$ cat src/rtl/bcd_display_driver_if.sv
// Bus between the calculator core and the BCD display driver: the operand and
// request strobes flow in, the conversion status, result and segments flow out.
interface bcd_display_driver_if;
  logic [8:0]  value;
  logic        convert;
  logic        enable;
  logic        busy;
  logic        done;
  logic [11:0] bcd;
  logic [6:0]  HEX0;
  logic [6:0]  HEX1;
  logic [6:0]  HEX2;

  // Calculator side: drives the operand and strobes, observes the display.
  modport master (
    output value, convert, enable,
    input  busy, done, bcd, HEX0, HEX1, HEX2
  );

  // Display driver side.
  modport slave (
    input  value, convert, enable,
    output busy, done, bcd, HEX0, HEX1, HEX2
  );
endinterface

$ cat src/rtl/bcd_display_driver.sv
// Binary-to-BCD display driver: a one-bit-per-clock double-dabble engine
// converts the operand into three BCD digits, which are then decoded onto
// three active-low 7-segment digits with optional leading-zero blanking.
// A request arriving while a conversion runs is parked (last value wins) and
// started straight out of the DONE cycle so busy never drops in between.
module bcd_display_driver #(
  parameter int WIDTH       = 9,
  parameter bit LZ_SUPPRESS = 1'b1
) (
  input logic                 CLOCK_50,
  input logic                 reset_n,
  bcd_display_driver_if.slave bus
);

  typedef enum logic [1:0] {
    S_IDLE  = 2'd0,
    S_SHIFT = 2'd1,
    S_DONE  = 2'd2
  } state_t;

  localparam logic [3:0] CNT_LOAD = 4'(WIDTH);

  state_t           r_state;
  state_t           w_state_next;
  logic [WIDTH-1:0] r_bin;
  logic [WIDTH-1:0] r_pend_val;
  logic             r_pending;
  logic [11:0]      r_scratch;
  logic [11:0]      r_bcd;
  logic [3:0]       r_cnt;

  logic [WIDTH-1:0] w_value;
  logic [WIDTH-1:0] w_load_val;
  logic [11:0]      w_adj;
  logic [11:0]      w_scratch_shifted;
  logic             w_busy;
  logic             w_done;
  logic [2:0]       w_blank;
  logic [6:0]       w_hex [3];

  assign w_value = bus.value[WIDTH-1:0];

  // Out of DONE a fresh request takes priority over the parked one, since it
  // carries the most recent operand.
  assign w_load_val = bus.convert ? w_value : r_pend_val;

  // Add-3 correction on every BCD nibble that would overflow past 9 when doubled.
  genvar gi;
  generate
    for (gi = 0; gi < 3; gi++) begin : g_adj
      assign w_adj[gi*4 +: 4] = (r_scratch[gi*4 +: 4] >= 4'd5) ?
                                (r_scratch[gi*4 +: 4] + 4'd3) :
                                r_scratch[gi*4 +: 4];
    end
  endgenerate

  assign w_scratch_shifted = {w_adj[10:0], r_bin[WIDTH-1]};

  // Next-state and status decode.
  always_comb begin
    w_state_next = r_state;
    w_busy       = 1'b1;
    w_done       = 1'b0;
    case (r_state)
      S_IDLE: begin
        w_busy = 1'b0;
        if (bus.convert) w_state_next = S_SHIFT;
      end
      S_SHIFT: begin
        if (r_cnt == 4'd1) w_state_next = S_DONE;
      end
      S_DONE: begin
        w_done       = 1'b1;
        w_state_next = (bus.convert || r_pending) ? S_SHIFT : S_IDLE;
      end
      default: begin
        w_busy       = 1'b0;
        w_state_next = S_IDLE;
      end
    endcase
  end

  // State register plus the conversion datapath and parked-request capture.
  always_ff @(posedge CLOCK_50) begin
    if (!reset_n) begin
      r_state    <= S_IDLE;
      r_bin      <= '0;
      r_pend_val <= '0;
      r_pending  <= 1'b0;
      r_scratch  <= '0;
      r_bcd      <= '0;
      r_cnt      <= '0;
    end else begin
      r_state <= w_state_next;
      case (r_state)
        S_IDLE: begin
          if (bus.convert) begin
            r_bin     <= w_value;
            r_scratch <= '0;
            r_cnt     <= CNT_LOAD;
          end
        end
        S_SHIFT: begin
          r_scratch <= w_scratch_shifted;
          r_bin     <= r_bin << 1;
          r_cnt     <= r_cnt - 4'd1;
          // The last shift lands directly in bcd so it is visible in DONE.
          if (r_cnt == 4'd1) r_bcd <= w_scratch_shifted;
          if (bus.convert) begin
            r_pending  <= 1'b1;
            r_pend_val <= w_value;
          end
        end
        S_DONE: begin
          // Loading is harmless when heading back to IDLE, so do it always.
          r_pending <= 1'b0;
          r_bin     <= w_load_val;
          r_scratch <= '0;
          r_cnt     <= CNT_LOAD;
        end
        default: ;
      endcase
    end
  end

  function automatic logic [6:0] seg7(input logic [3:0] d);
    case (d)
      4'd0:    seg7 = 7'b1000000;
      4'd1:    seg7 = 7'b1111001;
      4'd2:    seg7 = 7'b0100100;
      4'd3:    seg7 = 7'b0110000;
      4'd4:    seg7 = 7'b0011001;
      4'd5:    seg7 = 7'b0010010;
      4'd6:    seg7 = 7'b0000010;
      4'd7:    seg7 = 7'b1111000;
      4'd8:    seg7 = 7'b0000000;
      4'd9:    seg7 = 7'b0010000;
      default: seg7 = 7'b1111111;
    endcase
  endfunction

  // Units are always shown; tens hide only when hundreds are also zero.
  assign w_blank[0] = !bus.enable;
  assign w_blank[1] = !bus.enable || (LZ_SUPPRESS && (r_bcd[11:4] == 8'd0));
  assign w_blank[2] = !bus.enable || (LZ_SUPPRESS && (r_bcd[11:8] == 4'd0));

  generate
    for (gi = 0; gi < 3; gi++) begin : g_seg
      assign w_hex[gi] = w_blank[gi] ? 7'b1111111 : seg7(r_bcd[gi*4 +: 4]);
    end
  endgenerate

  assign bus.busy = w_busy;
  assign bus.done = w_done;
  assign bus.bcd  = r_bcd;
  assign bus.HEX0 = w_hex[0];
  assign bus.HEX1 = w_hex[1];
  assign bus.HEX2 = w_hex[2];

endmodule

$ cat src/flat_wrapper.sv
// flat-port wrapper written by rule: the top's interface ports become plain ports
module bcd_display_driver_flat 
#(
  parameter int WIDTH       = 9,
  parameter bit LZ_SUPPRESS = 1'b1
)
  (CLOCK_50, reset_n, bus_value, bus_convert, bus_enable, bus_busy, bus_done, bus_bcd, bus_HEX0, bus_HEX1, bus_HEX2);
  bcd_display_driver_if bus_i ();
  input logic CLOCK_50;
  input logic reset_n;
  input wire logic [$bits(bus_i.value)-1:0] bus_value;
  input wire logic [$bits(bus_i.convert)-1:0] bus_convert;
  input wire logic [$bits(bus_i.enable)-1:0] bus_enable;
  output wire logic [$bits(bus_i.busy)-1:0] bus_busy;
  output wire logic [$bits(bus_i.done)-1:0] bus_done;
  output wire logic [$bits(bus_i.bcd)-1:0] bus_bcd;
  output wire logic [$bits(bus_i.HEX0)-1:0] bus_HEX0;
  output wire logic [$bits(bus_i.HEX1)-1:0] bus_HEX1;
  output wire logic [$bits(bus_i.HEX2)-1:0] bus_HEX2;
  assign bus_i.value = bus_value;
  assign bus_i.convert = bus_convert;
  assign bus_i.enable = bus_enable;
  assign bus_busy = bus_i.busy;
  assign bus_done = bus_i.done;
  assign bus_bcd = bus_i.bcd;
  assign bus_HEX0 = bus_i.HEX0;
  assign bus_HEX1 = bus_i.HEX1;
  assign bus_HEX2 = bus_i.HEX2;
  bcd_display_driver #(.WIDTH(WIDTH), .LZ_SUPPRESS(LZ_SUPPRESS)) u_core (.CLOCK_50(CLOCK_50), .reset_n(reset_n), .bus(bus_i));
endmodule
$ cat config.mk
export PLATFORM = sky130hd
export DESIGN_NAME = bcd_display_driver_flat
export DESIGN_NICKNAME = d
export VERILOG_FILES = /design/src/rtl/bcd_display_driver_if.sv /design/src/rtl/bcd_display_driver.sv /design/src/flat_wrapper.sv
export SDC_FILE = /design/constraint.sdc
export NUM_CORES = 1
export LEC_CHECK = 0
export BUFFER_PORTS_ARGS = -buffer_cell sky130_fd_sc_hd__buf_2
export CAP_MARGIN = 10
export CORE_MARGIN = 2
export CORE_UTILIZATION = 31
export DETAILED_ROUTE_END_ITERATION = 10
export PLACE_DENSITY = 0.55
export RECOVER_POWER = 25
export SKIP_LAST_GASP = 1
export SYNTH_ARGS = -nofsm -noshare
export SYNTH_HDL_FRONTEND = slang
export SYNTH_SLANG_ARGS = --single-unit
$ cat constraint.sdc
create_clock -name CLOCK_50 -period 2.7 [get_ports CLOCK_50]
set_input_delay 0.54 -clock CLOCK_50 [delete_from_list [all_inputs] [get_ports CLOCK_50]]
set_output_delay 0.54 -clock CLOCK_50 [all_outputs]
set_load 0.05 [all_outputs]
==> flow_metrics.py <==
metrics = {
    "outcome": {
        "status": "complete, no violations",
    },
    "global_routing": {
        "grt_usage_pct": 13.53,
        "overflow": 0,
        "grt_first_pass_wirelength_microns": 15500,
        "grt_pass1_vias": 3181,
        "antenna_found_initial": 0,
        "grt_max_degree": 33,
    },
    "floorplan": {
        "fp.dieW_microns": 117.3,
        "ioPinCount": 48,
        "num_rows": 41,
        "core-area_sq_um": 12570,
        "start_util_pct": 31.67,
        "dieArea_sq_um": 13760,
        "dieHeight_microns": 117.3,
    },
    "cts": {
        "clk_latency_ns": 0.33,
        "cts_tree": "built",
        "numCtsBuffers": 9,
        "clk_pin_slew_worst_paths_ns": 0.05,
        "ctsHtreeMaxLevel": 3,
        "clk_root_buffer_cell": "clkbuf_16",
        "clock-sinks": 70,
        "cts.path.max_buffers": 2,
    },
    "final_layout": {
        "drive_above_1_share_pct": 16.15,
        "area_growth_pct": 19.11,
        "fin_area_sq_um": 4741,
        "utilization_pct": 37.72,
        "layout.nets": 555,
        "final_cells": 692,
        "final_cell_mix": "dfxtp_1 (70), nand2_1 (49), nor2_1 (29), buf_2 (29), ha_1 (27)",
        "n_antenna_cell": 0,
        "final_common_cell": "dfxtp_1",
    },
    "placed_design": {
        "place_ws_ns": 0.1600,
        "dpl_cell_area_sq_um": 4427,
        "place.gp.congestion": 0.8249,
        "place_hpwl_microns": 6673,
        "dp.cells": 676,
        "numPortBuffers": 47,
    },
    "timing": {
        "finalHoldViolCount": 0,
        "fin_crit_ns": 2.482,
        "tightest_slew_ns": 0.7455,
        "fmax_ghz": 0.4028,
        "post-route-period-util_pct": 91.94,
        "setup_violations": 0,
        "holdWs_ns": 0.4621,
        "clock_skew_ns": 0.005183,
        "slew_violations": 0,
        "relSlewSlack_pct": 50.20,
        "setup_tns_ns": 0,
        "rsz0062_at_grt": "no",
        "worst_slack_ns": 0.2175,
    },
    "power_and_ir_drop": {
        "leakagePower_nw": 1.787,
        "p_int_mw": 2.034,
        "p_clk_share_pct": 41.6,
        "pwr-share-comb_pct": 18.5,
        "power.switching_mw": 0.8260,
        "p_total_mw": 2.860,
        "p_per_area_nw_per_um2": 603.2,
        "switching_share_pct": 28.88,
        "pwr-share-seq_pct": 40.0,
        "ir_worst_vdd_v": 0.0003857,
    },
    "yosys": {
        "async_flop_share_pct": 0,
        "synth_edf_count": 0,
        "yosysWarnings": 0,
        "ys.flop_type": "dfxtp_1",
        "synth_nets": 509,
        "syn_area_per_cell_sq_um": 8.486,
        "synth-seq-cells": 70,
        "netlist_instances": 469,
        "ys_types": 58,
        "synth.cell_area_sq_um": 3980,
        "yosysSeqAreaShare_pct": 35.21,
    },
    "route": {
        "wl_per_cell_microns": 13.50,
        "routed_wl_microns": 9343,
        "drtIter0Drc": 182,
        "first_pass_iters": 5,
        "drc_errors": 0,
        "detail_route.vias_per_cell": 5.000,
        "vias": 3460,
        "antenna_left": 0,
    },
    "worst_setup_path": {
        "critPathRequiredTime_ns": 2.96,
        "worst_setup_path_start_kind": "register",
        "worstSetupEndpointType": "register",
        "cp_max_fo": 7,
        "worstSetupPathType": "register to register",
        "crit_arrival_ns": 2.74,
    },
    "min_path": {
        "hold_path_class": "register to register",
    },
    "flow_run": {
        "maxCapViolCount": 0,
    },
}
==> cell type report <==
class | instances | area, sq um
clock inverter | 4 | 45.04
sequential | 70 | 1401
fill | 1322 | 7828
multi-input combinational | 349 | 2401
clock buffer | 12 | 256.5
inverter | 25 | 98.84
tap | 172 | 215.2
timing repair buffer | 60 | 322.8
==> kinds of logic after synthesis <==
logic type / count (synthesis) / share of synthesized area (%)
AND/OR/NAND/NOR: 175 / 23.58
adder cells (fa/ha/maj): 27 / 8.488
buffers and inverters: 50 / 5.344
flip-flops: 70 / 35.21
AO/OA/AOI/OAI: 147 / 27.38
==> critical path, cell delays in order (launching register included) <==
cell and delay [ns]:
dfxtp_1 0.44, inv_1 0.07, ha_1 0.26, and2b_1 0.21
or3_1 0.39, a31oi_1 0.30, inv_1 0.13, ha_1 0.21
or2_2 0.29, a21oi_1 0.12
==> per-layer routing <==
metal / GRT usage (%) / vias to the layer above / part of all wire (%)
met5: 0 / - / 0
met4: 3.690 / 0 / 1.1
met3: 3.940 / 10 / 5.2
met2: 22.77 / 80 / 47
met1: 16.88 / 1604 / 46
li1: - / 1766 / -
==> worst paths after layout <==
check | slack (ns) | cells past startpoint | endpoint | start
worst max register to register | 0.22 | 9 | register | u_core.r_scratch[0]
worst min-delay path | 0.46 | 2 | u_core.r_pend_val[6] | u_core.r_pend_val[6]
worst min register to register | 0.46 | 2 | u_core.r_pend_val[6] | u_core.r_pend_val[6]
worst max-delay path | 0.22 | 9 | register | u_core.r_scratch[0]
==> cells in the mapped netlist (all sizes together) (2+ instances only) <==
cell | n | area, sq um
a21o | 2 | 15.01
dfxtp | 70 | 1401
o21ai | 25 | 125.1
nor2 | 29 | 108.9
o211a | 4 | 40.04
o31ai | 9 | 91.33
inv | 24 | 90.09
a21oi | 25 | 128.9
o41ai | 2 | 17.52
a221oi | 11 | 96.34
nand3b | 3 | 22.52
nand4b | 2 | 17.52
buf | 9 | 53.80
clkbuf | 16 | 60.06
or3 | 4 | 25.02
nor3 | 2 | 21.27
ha | 27 | 337.8
nand3 | 18 | 90.09
a211oi | 9 | 77.57
or2 | 9 | 56.30
o211ai | 4 | 35.03
a22oi | 7 | 52.55
o21a | 4 | 30.03
o31a | 2 | 17.52
a21boi | 22 | 165.2
a31oi | 4 | 25.02
nand2 | 50 | 204.0
and2 | 4 | 25.02
nor2b | 14 | 87.58
a22o | 8 | 70.07
and3 | 3 | 18.77
nand2b | 21 | 131.4
nor3b | 11 | 82.58
==> repair_timing <==
action,CTS,global route
pin swaps,0,0
hold buffers,0,0
gates resized for setup,1,4
gates cloned,0,0
setup endpoints to repair,7,10
buffers inserted,0,0
==> power groups by stage <==
stage / Sequential (mW) / Combinational (mW) / Clock [mW]
floorplan: 1.17 / 0.390 / 0
finish: 1.14 / 0.528 / 1.19
global placement: 1.16 / 0.529 / 0
global route: 1.15 / 0.576 / 1.27
CTS: 1.14 / 0.532 / 1.23
detailed placement: 1.16 / 0.530 / 0
Note: power is estimated with default switching activity, not from simulation.
